<file path="src/rtl/otp_auth_pkg.sv">
// -----------------------------------------------------------------------------
// otp_auth_pkg
// Shared definitions for the OTP authentication block:
//   state_e      - controller FSM state encoding
//   LFSR_SEED    - reset seed for the OTP generator LFSR (truncated/extended
//                  to the instantiated LFSR width)
//   hex_to_7seg  - hex digit to seven-segment pattern, bit order gfedcba,
//                  active-high segments
// -----------------------------------------------------------------------------
package otp_auth_pkg;

    typedef enum logic [1:0] {
        ST_IDLE   = 2'd0,
        ST_ENTRY  = 2'd1,
        ST_CHECK  = 2'd2,
        ST_LOCKED = 2'd3
    } state_e;

    localparam logic [15:0] LFSR_SEED = 16'hACE1;

    function automatic logic [6:0] hex_to_7seg(input logic [3:0] hex);
        logic [6:0] seg;
        case (hex)
            4'h0: seg = 7'h3F;
            4'h1: seg = 7'h06;
            4'h2: seg = 7'h5B;
            4'h3: seg = 7'h4F;
            4'h4: seg = 7'h66;
            4'h5: seg = 7'h6D;
            4'h6: seg = 7'h7D;
            4'h7: seg = 7'h07;
            4'h8: seg = 7'h7F;
            4'h9: seg = 7'h6F;
            4'hA: seg = 7'h77;
            4'hB: seg = 7'h7C;
            4'hC: seg = 7'h39;
            4'hD: seg = 7'h5E;
            4'hE: seg = 7'h79;
            default: seg = 7'h71;
        endcase
        return seg;
    endfunction

endpackage

</file>
<file path="src/rtl/otp_lfsr.sv">
// -----------------------------------------------------------------------------
// otp_lfsr
// Free-running Fibonacci LFSR, stepped every clock. Shifts toward the MSB and
// inserts the XOR of the tap bits at bit 0. The MSB is always a tap, which
// makes the update invertible, so a non-zero state can never become zero; a
// zero next-state is still forced back to the seed as a guard.
//
// Parameters: W (width, 4..64), OUT_W (bits exported), SEED (reset value)
// Ports:
//   clk      in   clock, rising edge
//   reset    in   synchronous, active-high; loads SEED
//   lfsr_low out  low OUT_W bits of the current state
// -----------------------------------------------------------------------------
module otp_lfsr
    import otp_auth_pkg::*;
#(
    parameter int             W     = 16,
    parameter int             OUT_W = 8,
    parameter logic [W-1:0]   SEED  = W'(LFSR_SEED)
) (
    input  logic             clk,
    input  logic             reset,
    output logic [OUT_W-1:0] lfsr_low
);

    // Maximal-length tap sets for common widths; other widths fall back to
    // taps {W, W-1}, which keeps the no-zero property but not maximal length.
    function automatic logic [W-1:0] tap_mask(input int width);
        logic [63:0] m;
        case (width)
            4:       m = 64'h0000_000C;
            5:       m = 64'h0000_0014;
            6:       m = 64'h0000_0030;
            7:       m = 64'h0000_0060;
            8:       m = 64'h0000_00B8;
            12:      m = 64'h0000_0829;
            16:      m = 64'h0000_D008;
            24:      m = 64'h00E1_0000;
            32:      m = 64'h8020_0003;
            default: m = 64'd3 << (width - 2);
        endcase
        return W'(m);
    endfunction

    localparam logic [W-1:0] TAPS    = tap_mask(W);
    localparam logic [W-1:0] SEED_NZ = (SEED == '0) ? W'(1) : SEED;

    logic [W-1:0] lfsr_q, lfsr_d;
    logic         fb;

    always_comb begin
        fb     = ^(lfsr_q & TAPS);
        lfsr_d = {lfsr_q[W-2:0], fb};
        if (lfsr_d == '0) begin
            lfsr_d = SEED_NZ;
        end
    end

    always_ff @(posedge clk) begin
        if (reset) begin
            lfsr_q <= SEED_NZ;
        end else begin
            lfsr_q <= lfsr_d;
        end
    end

    assign lfsr_low = lfsr_q[OUT_W-1:0];

endmodule

</file>
<file path="src/rtl/otp_auth_multi.sv">
// -----------------------------------------------------------------------------
// otp_auth_multi
// One-time-password authenticator. A free-running LFSR supplies the OTP when
// otp_latch pulses; the user then keys in NUM_DIGITS hex digits with
// user_latch. A full entry is compared in a one-cycle CHECK state. MAX_TRIES
// consecutive mismatches lock the block out for LOCK_CYCLES cycles. Both the
// OTP and the entry are shown on a multiplexed seven-segment display.
//
// Optional feature (macro OTP_AUTH_TIMEOUT_EN): when defined, an entry that
// sees no user_latch for TIMEOUT_CYCLES cycles is scored as a mismatch. When
// undefined, ENTRY waits forever and the timeout counter is not built.
//
// Ports:
//   clk         in   clock, rising edge
//   reset       in   synchronous, active-high
//   otp_latch   in   pulse: latch a new OTP (IDLE/ENTRY only, wins over user_latch)
//   user_latch  in   pulse: accept user_in as the next digit (ENTRY only)
//   user_in     in   entered hex digit
//   lfsr_out    out  7-seg pattern of the OTP digit under the active anode
//   user_out    out  7-seg pattern of the entered digit under the active anode
//   an          out  one-hot active-high digit select
//   otp_val     out  latched OTP, digit 0 in the LSBs
//   auth_ok     out  one-cycle pulse on match (during CHECK)
//   auth_fail   out  one-cycle pulse on mismatch (during CHECK)
//   locked      out  high during lockout
//   tries_left  out  remaining attempts
//
// state  | meaning
// IDLE   | no entry in progress; user_latch ignored
// ENTRY  | OTP held, collecting digits into entry
// CHECK  | single cycle presenting the comparison result
// LOCKED | lockout, both latches ignored until the timer expires
// -----------------------------------------------------------------------------
module otp_auth_multi
    import otp_auth_pkg::*;
#(
    parameter int NUM_DIGITS  = 2,
    parameter int LFSR_W      = 16,
    parameter int MAX_TRIES   = 3,
    parameter int LOCK_CYCLES = 1024,
    parameter int SCAN_DIV    = 16
`ifdef OTP_AUTH_TIMEOUT_EN
   ,parameter int TIMEOUT_CYCLES = 4096
`endif
) (
    input  logic                             clk,
    input  logic                             reset,
    input  logic                             otp_latch,
    input  logic                             user_latch,
    input  logic [3:0]                       user_in,
    output logic [6:0]                       lfsr_out,
    output logic [6:0]                       user_out,
    output logic [NUM_DIGITS-1:0]            an,
    output logic [4*NUM_DIGITS-1:0]          otp_val,
    output logic                             auth_ok,
    output logic                             auth_fail,
    output logic                             locked,
    output logic [$clog2(MAX_TRIES+1)-1:0]   tries_left
);

    localparam int OTP_W  = 4 * NUM_DIGITS;
    localparam int CNT_W  = $clog2(NUM_DIGITS + 1);
    localparam int TRY_W  = $clog2(MAX_TRIES + 1);
    localparam int DIG_W  = (NUM_DIGITS > 1)  ? $clog2(NUM_DIGITS)  : 1;
    localparam int SCAN_W = (SCAN_DIV > 1)    ? $clog2(SCAN_DIV)    : 1;
    localparam int LOCK_W = (LOCK_CYCLES > 1) ? $clog2(LOCK_CYCLES) : 1;

    localparam logic [LFSR_W-1:0] SEED_W    = LFSR_W'(LFSR_SEED);
    localparam logic [CNT_W-1:0]  CNT_LAST  = CNT_W'(NUM_DIGITS - 1);
    localparam logic [TRY_W-1:0]  TRIES_MAX = TRY_W'(MAX_TRIES);
    localparam logic [DIG_W-1:0]  DIG_LAST  = DIG_W'(NUM_DIGITS - 1);
    localparam logic [SCAN_W-1:0] SCAN_LOAD = SCAN_W'(SCAN_DIV - 1);
    localparam logic [LOCK_W-1:0] LOCK_LOAD = LOCK_W'(LOCK_CYCLES - 1);

`ifdef OTP_AUTH_TIMEOUT_EN
    localparam int TMO_W = (TIMEOUT_CYCLES > 1) ? $clog2(TIMEOUT_CYCLES) : 1;
    localparam logic [TMO_W-1:0] TMO_LOAD = TMO_W'(TIMEOUT_CYCLES - 1);
`endif

    logic [OTP_W-1:0]  lfsr_low;

    state_e            state_q, state_d;
    logic [OTP_W-1:0]  otp_q, otp_d;
    logic [OTP_W-1:0]  entry_q, entry_d, entry_nxt;
    logic [CNT_W-1:0]  cnt_q, cnt_d;
    logic [TRY_W-1:0]  tries_q, tries_d;
    logic [LOCK_W-1:0] lock_q, lock_d;
    logic              ok_q, ok_d;
    logic              fail_q, fail_d;
    logic [SCAN_W-1:0] scan_q, scan_d;
    logic [DIG_W-1:0]  dig_q, dig_d;
`ifdef OTP_AUTH_TIMEOUT_EN
    logic [TMO_W-1:0]  tmo_q, tmo_d;
`endif

    logic [3:0]        otp_dig, ent_dig;
    logic              ent_shown;

    otp_lfsr #(
        .W     (LFSR_W),
        .OUT_W (OTP_W),
        .SEED  (SEED_W)
    ) u_lfsr (
        .clk      (clk),
        .reset    (reset),
        .lfsr_low (lfsr_low)
    );

    // Controller next-state. auth_ok/auth_fail are registered on the edge
    // that enters CHECK, so the pulse coincides with the CHECK cycle and
    // CHECK itself decides on the stored result.
    always_comb begin
        state_d   = state_q;
        otp_d     = otp_q;
        entry_d   = entry_q;
        cnt_d     = cnt_q;
        tries_d   = tries_q;
        lock_d    = lock_q;
        ok_d      = 1'b0;
        fail_d    = 1'b0;
`ifdef OTP_AUTH_TIMEOUT_EN
        tmo_d     = tmo_q;
`endif

        entry_nxt = entry_q;
        for (int i = 0; i < NUM_DIGITS; i++) begin
            if (cnt_q == CNT_W'(i)) begin
                entry_nxt[4*i +: 4] = user_in;
            end
        end

        if (otp_latch && (state_q == ST_IDLE || state_q == ST_ENTRY)) begin
            state_d = ST_ENTRY;
            otp_d   = lfsr_low;
            entry_d = '0;
            cnt_d   = '0;
`ifdef OTP_AUTH_TIMEOUT_EN
            tmo_d   = TMO_LOAD;
`endif
        end else begin
            case (state_q)
                ST_IDLE: begin
                end

                ST_ENTRY: begin
                    if (user_latch) begin
                        entry_d = entry_nxt;
                        cnt_d   = cnt_q + CNT_W'(1);
`ifdef OTP_AUTH_TIMEOUT_EN
                        tmo_d   = TMO_LOAD;
`endif
                        if (cnt_q == CNT_LAST) begin
                            state_d = ST_CHECK;
                            ok_d    = (entry_nxt == otp_q);
                            fail_d  = (entry_nxt != otp_q);
                        end
                    end
`ifdef OTP_AUTH_TIMEOUT_EN
                    else if (tmo_q == '0) begin
                        state_d = ST_CHECK;
                        fail_d  = 1'b1;
                    end else begin
                        tmo_d = tmo_q - TMO_W'(1);
                    end
`endif
                end

                ST_CHECK: begin
                    entry_d = '0;
                    cnt_d   = '0;
                    if (ok_q) begin
                        tries_d = TRIES_MAX;
                        state_d = ST_IDLE;
                    end else if (tries_q <= TRY_W'(1)) begin
                        tries_d = '0;
                        lock_d  = LOCK_LOAD;
                        state_d = ST_LOCKED;
                    end else begin
                        tries_d = tries_q - TRY_W'(1);
                        state_d = ST_ENTRY;
`ifdef OTP_AUTH_TIMEOUT_EN
                        tmo_d   = TMO_LOAD;
`endif
                    end
                end

                ST_LOCKED: begin
                    if (lock_q == '0) begin
                        state_d = ST_IDLE;
                        tries_d = TRIES_MAX;
                        otp_d   = '0;
                    end else begin
                        lock_d = lock_q - LOCK_W'(1);
                    end
                end

                default: state_d = ST_IDLE;
            endcase
        end
    end

    // Display scan: down-counter per digit, digit index wraps at the last anode.
    always_comb begin
        scan_d = scan_q - SCAN_W'(1);
        dig_d  = dig_q;
        if (scan_q == '0) begin
            scan_d = SCAN_LOAD;
            dig_d  = (dig_q == DIG_LAST) ? '0 : dig_q + DIG_W'(1);
        end
    end

    always_ff @(posedge clk) begin
        if (reset) begin
            state_q <= ST_IDLE;
            otp_q   <= '0;
            entry_q <= '0;
            cnt_q   <= '0;
            tries_q <= TRIES_MAX;
            lock_q  <= '0;
            ok_q    <= 1'b0;
            fail_q  <= 1'b0;
            scan_q  <= SCAN_LOAD;
            dig_q   <= '0;
`ifdef OTP_AUTH_TIMEOUT_EN
            tmo_q   <= '0;
`endif
        end else begin
            state_q <= state_d;
            otp_q   <= otp_d;
            entry_q <= entry_d;
            cnt_q   <= cnt_d;
            tries_q <= tries_d;
            lock_q  <= lock_d;
            ok_q    <= ok_d;
            fail_q  <= fail_d;
            scan_q  <= scan_d;
            dig_q   <= dig_d;
`ifdef OTP_AUTH_TIMEOUT_EN
            tmo_q   <= tmo_d;
`endif
        end
    end

    // Digit mux for the active anode; an entered digit is shown only once
    // its position has been filled (index below cnt).
    always_comb begin
        an        = '0;
        otp_dig   = '0;
        ent_dig   = '0;
        ent_shown = 1'b0;
        for (int i = 0; i < NUM_DIGITS; i++) begin
            if (dig_q == DIG_W'(i)) begin
                an[i]     = 1'b1;
                otp_dig   = otp_q[4*i +: 4];
                ent_dig   = entry_q[4*i +: 4];
                ent_shown = (cnt_q > CNT_W'(i));
            end
        end
    end

    assign lfsr_out   = (state_q == ST_ENTRY || state_q == ST_CHECK) ? hex_to_7seg(otp_dig) : 7'h00;
    assign user_out   = ent_shown ? hex_to_7seg(ent_dig) : 7'h00;
    assign otp_val    = otp_q;
    assign auth_ok    = ok_q;
    assign auth_fail  = fail_q;
    assign locked     = (state_q == ST_LOCKED);
    assign tries_left = tries_q;

endmodule

</file>
<file path="config.mk">
export PLATFORM = sky130hd
export DESIGN_NAME = otp_auth_multi
export DESIGN_NICKNAME = d
export VERILOG_FILES = /design/src/rtl/otp_auth_pkg.sv /design/src/rtl/otp_lfsr.sv /design/src/rtl/otp_auth_multi.sv
export SDC_FILE = /design/constraint.sdc
export NUM_CORES = 1
export LEC_CHECK = 0
export BUFFER_PORTS_ARGS = -buffer_cell sky130_fd_sc_hd__buf_2
export CAP_MARGIN = 20
export CORE_ASPECT_RATIO = 0.9
export CORE_UTILIZATION = 25
export CTS_CLUSTER_DIAMETER = 60
export DETAILED_ROUTE_END_ITERATION = 10
export SYNTH_ARGS = -nofsm -noshare
export SYNTH_HDL_FRONTEND = slang
export SYNTH_SLANG_ARGS = --single-unit
</file>
<file path="constraint.sdc">
create_clock -name clk -period 3.2 [get_ports clk]
set_input_delay 0.16 -clock clk [delete_from_list [all_inputs] [get_ports clk]]
set_output_delay 0.16 -clock clk [all_outputs]
set_load 0.005 [all_outputs]
</file>
## Word level (Yosys, flattened, before mapping)

Memories as Yosys holds them, arrays and structs flattened.
Cells that the tools add are included.

- Equality and inequality tests: 15
- Reductions and logical operators: 25
- Mux-type cells: 32
- $lt $le $gt $ge: 3
- Bitwise gates (word level): 4
- $add $sub $neg: 5

Operators with widths:

| kind | number |
|---|---|
| 8-bit two-way mux | 4 |
| 10-bit two-way mux | 3 |
| 10-bit case mux with 2 select lines | 1 |
| 2-bit two-way mux | 9 |
| 16-bit logical NOT | 1 |
| 4-bit two-way mux | 4 |
| 8-bit case mux with 2 select lines | 1 |
| 16-bit XOR reduction | 1 |
| 7-bit two-way mux | 2 |
| 10-bit logical NOT | 1 |
| 10-bit by 1-bit subtractor with 10-bit output, second input constant | 1 |
| 8-bit equality test | 1 |
| 2-bit != test, second input constant | 4 |
| 8-bit != test | 1 |
| 2-bit case mux with 2 select lines | 2 |
| 4-bit AND reduction | 2 |
| 2-bit nonzero test | 4 |
| 3-bit by 1-bit != test with 1-bit output, second input constant | 2 |
| 2-bit case mux with 3 select lines | 1 |
| 2-bit OR reduction | 3 |
| 1-bit two-way mux | 5 |
| 5-bit AND reduction | 1 |
| 5-bit OR reduction | 1 |
| 2-bit by 1-bit equality test with 1-bit output, second input constant | 2 |
| 18 further kinds | 27 |

- Memories kept: 2
- Memory bits (read-only): 224
- Register bits: 55
- Logic and storage cells: 98
- Input bits: 8
- Output and inout port bits: 29

Memories:

| name | words | width | read ports | clocked after memory_dff | wr ports | RTL line | text |
|---|---|---|---|---|---|---|---|
| (name not given) | 16 | 7 | 1 | 0 | 0 | otp_auth_pkg.sv:23 | `case (hex)` |
| (name not given) | 16 | 7 | 1 | 0 | 0 | otp_auth_pkg.sv:23 |  |

## Logic depth before layout (Yosys ltp)

Gate-level depths: netlist (run 1).

- Word-level depth: 5
- Mapped depth: 8
- Depth with buffers taken out: 6

## By module

A second synthesis (run 1) with hierarchy kept.

- Cell total of the unflattened synthesis: 358
- Area, all modules: 3,178.0 um^2

Modules (own cells, without submodules):

| module | times used | cells an instance | seq. area each (um^2) | area each (um^2) |
|---|---|---|---|---|
| otp_auth_multi | 1 | 309 | 780.7 | 2,625.0 |
| otp_lfsr | 1 | 49 | 320.3 | 553.0 |

## Worst setup path before layout (run 1)

Ideal clock, no wire load.

- Path kind: register -> output
- Start point: reg dig_q
- End point: out lfsr_out[3]
- Required time: 3.040 ns
- Slack: 1.006 ns
- Data arrival time: 2.034 ns
- Cell stages (with the launch flop): 8
- Path through: dfxtp_1 -> buf_2 -> buf_2 -> mux2i_1 -> inv_1 -> ha_1 -> mux4_2 -> nor2_1

- Word-level cells in the longest chain between the ends: 3

Ends and longest elaborated chain:

| element | RTL line | text |
|---|---|---|
| start, declared | otp_auth_multi.sv:91 | `logic [DIG_W-1:0] dig_q, dig_d;` |
| start signal, assigned | otp_auth_multi.sv:237 | `dig_q <= dig_d;` |
| 4-bit two-way mux | otp_auth_multi.sv:252 | `if (dig_q == DIG_W'(i)) begin` |
| memory read 16 x 7 bit | -- |  |
| 7-bit two-way mux | otp_auth_multi.sv:261 | `assign lfsr_out = (state_q == ST_ENTRY \|\| state_q == ST_CHECK) ? hex_to_7seg(otp_dig) : 7'h00;` |
| end, declared | otp_auth_multi.sv:51 | `output logic [6:0] lfsr_out,` |

No other way between the ends.

## Worst setup path in the final report (run 1)

- Start point: reg dig_q
- End point: out user_out[0]

- Word-level cells in the longest chain between the ends: 3

Ends and longest elaborated chain:

| element | RTL line | text |
|---|---|---|
| 4-bit two-way mux | otp_auth_multi.sv:252 |  |
| memory read 16 x 7 bit | -- |  |
| 7-bit two-way mux (*) | otp_auth_multi.sv:262 | `assign user_out = ent_shown ? hex_to_7seg(ent_dig) : 7'h00;` |
| end, declared | otp_auth_multi.sv:52 | `output logic [6:0] user_out,` |

Every way passes the cells marked *; elsewhere a longest branch is shown, timed or not.

==> results of run 1 <==
## cell usage after synthesis, types with 2 or more instances
master | count | area, µm²
sky130_fd_sc_hd__a21oi_1 | 20 | 100
sky130_fd_sc_hd__a311oi_1 | 11 | 96.3
sky130_fd_sc_hd__inv_1 | 21 | 78.8
sky130_fd_sc_hd__and2_1 | 6 | 37.5
sky130_fd_sc_hd__buf_6 | 2 | 22.5
sky130_fd_sc_hd__a221oi_1 | 5 | 43.8
sky130_fd_sc_hd__nor4_1 | 4 | 25.0
sky130_fd_sc_hd__clkbuf_1 | 13 | 48.8
sky130_fd_sc_hd__mux2i_1 | 16 | 160
sky130_fd_sc_hd__o21a_1 | 2 | 15.0
sky130_fd_sc_hd__o2111a_1 | 2 | 22.5
sky130_fd_sc_hd__nand4_1 | 3 | 18.8
sky130_fd_sc_hd__or3_1 | 3 | 18.8
sky130_fd_sc_hd__nand3_1 | 2 | 10.0
sky130_fd_sc_hd__a22oi_1 | 8 | 60.1
sky130_fd_sc_hd__o21ai_0 | 13 | 65.1
sky130_fd_sc_hd__or4_1 | 4 | 30.0
sky130_fd_sc_hd__nor3_1 | 11 | 55.1
sky130_fd_sc_hd__o21bai_1 | 3 | 22.5
sky130_fd_sc_hd__ha_1 | 19 | 238
sky130_fd_sc_hd__nand2b_1 | 12 | 75.1
sky130_fd_sc_hd__nor2b_1 | 3 | 18.8
sky130_fd_sc_hd__nor3b_1 | 2 | 15.0
sky130_fd_sc_hd__buf_2 | 3 | 15.0
sky130_fd_sc_hd__a32oi_1 | 5 | 43.8
sky130_fd_sc_hd__xnor2_1 | 5 | 43.8
sky130_fd_sc_hd__a31oi_1 | 8 | 50.1
sky130_fd_sc_hd__or3b_2 | 2 | 17.5
sky130_fd_sc_hd__dfxtp_1 | 55 | 1100
sky130_fd_sc_hd__mux2_2 | 4 | 45.0
sky130_fd_sc_hd__nand2_1 | 18 | 67.6
sky130_fd_sc_hd__nor2_1 | 36 | 135
sky130_fd_sc_hd__xor2_1 | 8 | 70.1
## metrics by stage
stage	util [%]	power (W)	setup slack [ns]	hold WS, ns	cells
4_1_cts	29.8	0.00235	0.472	0.164	545
3_3_place_gp	28.5	0.00175	0.888	0.398	537
2_1_floorplan	-	0.00150	1.01	0.328	356
5_1_grt	29.8	0.00251	0.302	0.182	545
3_5_place_dp	28.5	0.00176	0.799	0.408	537
6_report	29.8	0.00234	0.489	0.169	545
## per-layer routing
metal	vias to the layer above	part of all wire, %	global-route usage (%)
met4	0	0.48	3.09
met2	61	47	19.3
li1	1361	-	-
met1	1317	48	16.6
met5	-	0	0
met3	5	3.8	2.32
## sequential cells by signal (all words and copies together), names as in the netlist
name           flops
dig_q              1
scan_q             4
otp_val            8
lock_q            10
state_q            2
auth_fail          1
tries_left         2
u_lfsr.lfsr_q     16
entry_q            8
auth_ok            1
cnt_q              2
## final timing paths
path	start	endpoint	slack [ns]	depth (start not counted)
worst min register to register	scan_q[0]$_SDFF_PP1_	scan_q[0]$_SDFF_PP1_	0.42	1
worst max register to register	state_q[1]$_SDFFE_PP0P_	lock_q[9]$_SDFFE_PP0P_	0.75	4
worst max-delay path	dig_q$_SDFFE_PP0P_	user_out[0]	0.49	8
worst min-delay path	user_in[0]	entry_q[0]$_SDFFE_PP0P_	0.17	3
## final cells by class
class / instances / area, µm² / area share (%)
Clock inverter: 3 / 33.8 / 0.933
Clock buffer: 5 / 125 / 3.45
Timing Repair Buffer: 40 / 210 / 5.80
Inverter: 21 / 78.8 / 2.18
Multi-Input combinational cell: 261 / 1870 / 51.7
Sequential cell: 55 / 1100 / 30.4
Tap cell: 160 / 200 / 5.53
## worst reg2reg max path, cell delays in order (launching register included)
cell and delay, ns:
sky130_fd_sc_hd__dfxtp_1 0.45, sky130_fd_sc_hd__ha_1 0.51, sky130_fd_sc_hd__or3b_2 0.54, sky130_fd_sc_hd__a211oi_2 0.59
sky130_fd_sc_hd__a311oi_1 0.22
## power groups by stage
stage | logic [W] | registers (W) | clock network (W)
floorplan | 0.000666 | 0.000836 | 0
global placement | 0.000888 | 0.000859 | 0
detailed placement | 0.000903 | 0.000860 | 0
CTS | 0.000912 | 0.000846 | 0.000596
global route | 0.00102 | 0.000859 | 0.000629
finish | 0.000916 | 0.000845 | 0.000575
## cells by family after synthesis
kind of cell,Yosys count,synth area share [%]
fa+ha+maj,19,7.55
flops,55,35.0
buf+inv,40,5.49
compound gates,94,22.1
simple gates,114,19.0
mux,21,7.24
xor+xnor,13,3.62
==> metrics.md, run 1 <==
| Metric | Value |
|---|---|
| Slew at the pin with the worst max-slew slack | `0.921 ns` |
| Number of ports placed on the die boundary | `37` |
| Number of antenna violations at the first check in global routing | `0` |
| Commonest non-fill, non-tap cells in the layout | `sky130_fd_sc_hd__dfxtp_1 (55), sky130_fd_sc_hd__nor2_1 (36), sky130_fd_sc_hd__buf_2 (36)` |
| Vias per cell | `5.03` |
| Core Box Area | `12200 µm²` |
| Clock tree from TritonCTS | `yes` |
| Internal portion of total power | `0.00144 W` |
| CP Class | `flop to output port` |
| Average cell area after synthesis | `8.84 µm²` |
| Post-synthesis instance area | `3150 µm²` |
| Gate family responsible for the most delay along the worst path | `buffers and inverters` |
| Worst min-delay path category | `input port to flop` |
| Min Tclk post-route | `2.71 ns` |
| Number of inserted filler cells in the final layout | `1319` |
| Leakage | `1.45 nW` |
| Horizontal die dimension | `120 µm` |
| Placer's final routability congestion estimate | `0.878` |
| Cell area reported after detailed placement | `3460 µm²` |
| Worst path buffer plus inverter count | `3` |
| Dominant synthesized flop cell | `sky130_fd_sc_hd__dfxtp_1` |
| Outcome | `completed` |
| Clock Sinks | `55` |
| Number of nets in the finished design | `411` |
| Sort of element at the end of the critical path | `output port` |
| Hold Buf Count CTS | `0` |
| Clock root cell | `sky130_fd_sc_hd__clkbuf_16` |
| Slew Viols, Final | `0` |
| Final worst-path cycle share | `84.7%` |
| Highest achievable clock rate | `369 MHz` |
| Setup repair after global routing missed its margin | `no` |
| Htree depth | `2` |
| Synth Net Count | `383` |
| Cell variety after synth | `60` |
| Sequential fraction of the synthesis area | `35.0%` |
| Hold Vio Cnt, Final | `0` |
| Wire per inst | `13.8 µm` |
| Clock buffer count from CTS | `5` |
| N_diodes | `0` |
| Share of async-settable or async-resettable flops after synthesis | `0%` |
| Area growth from synthesis to layout | `15.1%` |
| Number of enable-type register cells in the synthesized netlist | `0` |
| Post-route clock skew | `0.00881 ns` |
| CTS Buffer Depth | `2` |
| Vertical die dimension | `108 µm` |
| Die area | `13000 µm²` |
| Count of input and output buffers | `36` |
| Number of detailed-routing iterations run before antenna repair | `5` |
| Switching portion of total power | `38.3%` |
| Gate power share | `39.2%` |
| Clock latency at the later pin of the worst-skew pair | `0.30 ns` |
| Worst relative slew slack | `37.8%` |
| Clock Power Share | `24.6%` |
| Largest incremental delay on the critical path | `0.53 ns` |
| Remaining design rule violation count | `0` |
| Number of buffers inserted to repair setup after CTS | `0` |
| Power density over cell area | `645 nW/µm²` |
| Total track usage | `12.1%` |
| Detailed-route via count | `2744` |
| Maximum fanout count along the critical path | `10` |
| Starting density of the core | `25.9%` |
| Commonest non-fill, non-tap cell in the layout | `sky130_fd_sc_hd__dfxtp_1` |
| First-pass GRT wire length | `12700 µm` |
| Worst vdd ir | `0.256 mV` |
| Global-route congestion overflow total | `0` |
| Number of maximum-capacitance violations | `0` |
| Final std cell area, no fill | `3620 µm²` |
| Data arrival at the endpoint of the critical path | `2.55 ns` |
| Reg clk slew, reported paths | `0.08 ns` |
| WP data required | `3.04 ns` |
| Setup TNS | `0 ns` |
| Antenna viol nets, final | `0` |
| Wire length after detailed routing | `7520 µm` |
| Power dissipated by switching net loads | `0.000895 W` |
| Synth Instances | `356` |
| #FFs+latches synth | `55` |
| Share of total power in sequential cells | `36.2%` |
| Number of core rows | `38` |
| Largest net degree at the start of global routing | `28` |
| Layout cells sized above 1 | `17.1%` |
| Iter 0 DRT Violations | `157` |
| Kind of launch point of the worst setup path | `flop` |
| Number of gates resized after cts | `0` |
| Setup-failing EPs final | `0` |
| Cell-by-cell trace of the critical path | `buf_4 > mux2i_1 > inv_1 > ha_1 > or3_1 > o311ai_0 > nor2b_1 > buf_2` |
| Count of yosys warnings during synthesis | `0` |
| CP max stage cell | `sky130_fd_sc_hd__dfxtp_1` |
| Via count of the first global-routing pass | `2602` |
| HPWL after DPL | `5600 µm` |
Note: power is estimated with default switching activity, not from simulation.
==> run 2: changes to the inputs <==
==> constraint.sdc (replaced) <==
create_clock -name clk -period 2.4 [get_ports clk]
set_input_delay 0.12 -clock clk [delete_from_list [all_inputs] [get_ports clk]]
set_output_delay 0.12 -clock clk [all_outputs]
set_load 0.005 [all_outputs]
==> run 2 against run 1 <==
Clock-buffer cell count did not move. Global-route usage down 0.14 points. Design area grew 2.5%. Sequential share of layout area down 0.64 points. Flip-flop and latch count did not move. Largest power group unchanged. Highest routed layer unchanged.
==> metrics.md, run 2 (synthesized netlist as in run 1, its figures left out) <==
| Metric | Value |
|---|---|
| Outcome | `completed (unchanged)` |
| Setup-failing EPs final | `0 (unchanged)` |
| Commonest non-fill, non-tap cell in the layout | `sky130_fd_sc_hd__dfxtp_1 (unchanged)` |
| Reg clk slew, reported paths | `0.08 ns (about the same)` |
| Highest achievable clock rate | `454 MHz` |
| Clock root cell | `sky130_fd_sc_hd__clkbuf_16 (unchanged)` |
| Number of core rows | `38 (unchanged)` |
| Power density over cell area | `851 nW/µm² (was 645 nW/µm²)` |
| FF-to-FF Start | `state_q[1]$_SDFFE_PP0P_ (unchanged)` |
| Total track usage | `11.9% (was 12.1%)` |
| Wire length after detailed routing | `7550 µm (was 7520 µm)` |
| Final worst-path cycle share | `91.7%` |
| Worst reg2reg setup slack | `0.27 ns (was 0.75 ns)` |
| Hold Buf Count CTS | `0 (unchanged)` |
| Cell area reported after detailed placement | `3550 µm² (was 3460 µm²)` |
| Detailed-route via count | `2768 (was 2744)` |
| Post-route clock skew | `0.00784 ns (was 0.00881 ns)` |
| Last element of the critical path | `lfsr_out[3] (was user_out[0])` |
| WP data required | `2.28 ns (was 3.04 ns)` |
| Setup repair after global routing missed its margin | `no (unchanged)` |
| Top Registers | `u_lfsr.lfsr_q (16), lock_q (10) (unchanged)` |
| Iter 0 DRT Violations | `138 (was 157)` |
| Reg-to-reg endpoint | `lock_q[4]$_SDFFE_PP0P_ (was lock_q[9]$_SDFFE_PP0P_)` |
| Vertical die dimension | `108 µm (unchanged)` |
| Global-route congestion overflow total | `0 (unchanged)` |
| Logic depth of the worst register-to-register path | `6 (was 4)` |
| Layout cells sized above 1 | `19.9% (was 17.1%)` |
| Starting density of the core | `25.9% (unchanged)` |
| Number of inserted filler cells in the final layout | `1346 (was 1319)` |
| Htree depth | `2 (unchanged)` |
| CTS Buffer Depth | `2 (unchanged)` |
| Horizontal die dimension | `120 µm (unchanged)` |
| Min Tclk post-route | `2.20 ns` |
| Largest net degree at the start of global routing | `28 (unchanged)` |
| Worst relative slew slack | `63.4% (was 37.8%)` |
| N_diodes | `0 (unchanged)` |
| Number of ports placed on the die boundary | `37 (unchanged)` |
| Area occupied by multi-input gates | `1880 µm² (was 1870 µm²)` |
| HPWL after DPL | `5710 µm (was 5600 µm)` |
| Clock buffer count from CTS | `5 (unchanged)` |
| Hold Vio Cnt, Final | `0 (unchanged)` |
| Clock Sinks | `55 (unchanged)` |
| Vias per cell | `4.98 (was 5.03)` |
| Number of antenna violations at the first check in global routing | `0 (unchanged)` |
| Kind of launch point of the worst setup path | `flop (unchanged)` |
| Setup TNS | `0 ns (unchanged)` |
| Commonest non-fill, non-tap cells in the layout | `sky130_fd_sc_hd__dfxtp_1 (54), sky130_fd_sc_hd__nor2_1 (36), sky130_fd_sc_hd__buf_2 (36) (was sky130_fd_sc_hd__dfxtp_1 (55), sky130_fd_sc_hd__nor2_1 (36), sky130_fd_sc_hd__buf_2 (36))` |
| Remaining design rule violation count | `0 (unchanged)` |
| Sort of element at the end of the critical path | `output port (unchanged)` |
| Number of maximum-capacitance violations | `0 (unchanged)` |
| Startpoint of the most critical setup path | `dig_q$_SDFFE_PP0P_ (unchanged)` |
| Leakage | `1.51 nW (was 1.45 nW)` |
| Clock latency at the later pin of the worst-skew pair | `0.30 ns (about the same)` |
| DP Cell Count | `548 (was 537)` |
| Worst vdd ir | `0.324 mV (was 0.256 mV)` |
| Data arrival at the endpoint of the critical path | `2.08 ns (was 2.55 ns)` |
| Number of detailed-routing iterations run before antenna repair | `5 (unchanged)` |
| Area occupied by registers | `1100 µm² (about the same)` |
| Wire per inst | `13.6 µm (was 13.8 µm)` |
| Area growth from synthesis to layout | `18.0% (was 15.1%)` |
| CP Class | `flop to output port (unchanged)` |
| Via count of the first global-routing pass | `2532 (was 2602)` |
| Antenna viol nets, final | `0 (unchanged)` |
| Die area | `13000 µm² (unchanged)` |
| Worst min-delay path category | `input port to flop (unchanged)` |
| Placer's final routability congestion estimate | `0.808 (was 0.878)` |
| Number of buffers inserted to repair setup after CTS | `0 (unchanged)` |
| Most flop-heavy register | `u_lfsr.lfsr_q (unchanged)` |
| Number of flip-flops under the largest register name | `16 (unchanged)` |
| Count of input and output buffers | `36 (unchanged)` |
| Count of non-filler cells in the finished layout | `556 (was 545)` |
| Clock tree from TritonCTS | `yes (unchanged)` |
| Core Box Area | `12200 µm² (unchanged)` |
| Final std cell area, no fill | `3710 µm² (was 3620 µm²)` |
| First-pass GRT wire length | `12400 µm (was 12700 µm)` |
| Slew Viols, Final | `0 (unchanged)` |
| Number of nets in the finished design | `422 (was 411)` |
| Slew at the pin with the worst max-slew slack | `0.549 ns (was 0.921 ns)` |
| Maximum fanout count along the critical path | `10 (unchanged)` |
## run 2: cell types whose count changed in the layout (fill, tap and decap cells not counted), sizes merged
cell,before,now
buf,40,51
## run 2: worst min-delay path by stage
stage | startpoint | endpoint | slack [ns] | cells past startpoint
after floorplan | user_in[2] | entry_q[6]$_SDFFE_PP0P_ | 0.29 | 2
after global placement | scan_q[0]$_SDFF_PP1_ | scan_q[0]$_SDFF_PP1_ | 0.40 | 1
after detailed placement | scan_q[0]$_SDFF_PP1_ | scan_q[0]$_SDFF_PP1_ | 0.41 | 1
after CTS | user_in[0] | entry_q[0]$_SDFFE_PP0P_ | 0.12 | 3
after global routing | user_in[0] | entry_q[0]$_SDFFE_PP0P_ | 0.14 | 3
final | user_in[0] | entry_q[0]$_SDFFE_PP0P_ | 0.13 | 3
## run 2: stage by stage
| step | setup slack [ns] | power (W) | util [%] | hold slack (ns) |
|---|---|---|---|---|
| detailed placement | 0.286 | 0.00241 | 29.1 | 0.406 |
| CTS | 0.130 | 0.00319 | 30.4 | 0.120 |
| global route | 0.0517 | 0.00339 | 30.5 | 0.135 |
| floorplan | 0.246 | 0.00200 | - | 0.288 |
| finish | 0.199 | 0.00316 | 30.5 | 0.130 |
| global placement | 0.363 | 0.00237 | 29.1 | 0.397 |
## run 2: cell type report
cell class	instances	share of cell area, %
clock inverter	3	0.910
timing repair buffer	51	7.89
inverter	21	2.12
tap	160	5.39
multi-input combinational	261	50.6
clock buffer	5	3.37
sequential	55	29.8
## run 2: per-layer routing
layer / up-vias / part of all wire (%) / global-route usage (%) / wire length [µm]
li1: 1377 / - / - / -
met1: 1335 / 48 / 15.7 / 3660
met2: 48 / 46 / 19.6 / 3510
met3: 8 / 3.7 / 2.48 / 279
met4: 0 / 1.4 / 3.53 / 107
met5: - / 0 / 0 / 0
## run 2: power breakdown
group | internal [W] | switching (W) | total, W
Combinational | 0.000545 | 0.000718 | 0.00126
Clock | 0.000402 | 0.000366 | 0.000768
Sequential | 0.00101 | 0.000119 | 0.00113
## run 2: repair_timing
| item | in CTS | in global routing |
|---|---|---|
| cloned | 0 | 0 |
| endpoints found under the setup margin | 2 | 1 |
| resized for setup | 1 | 2 |
| endpoints found under the hold margin | 0 | 0 |
## run 2: critical path: stages, from the launching register on
cell	delay, ns
sky130_fd_sc_hd__dfxtp_4	0.43
sky130_fd_sc_hd__mux2i_1	0.31
sky130_fd_sc_hd__inv_1	0.14
sky130_fd_sc_hd__ha_1	0.22
sky130_fd_sc_hd__mux4_2	0.47
sky130_fd_sc_hd__nor2_1	0.09
sky130_fd_sc_hd__buf_2	0.12
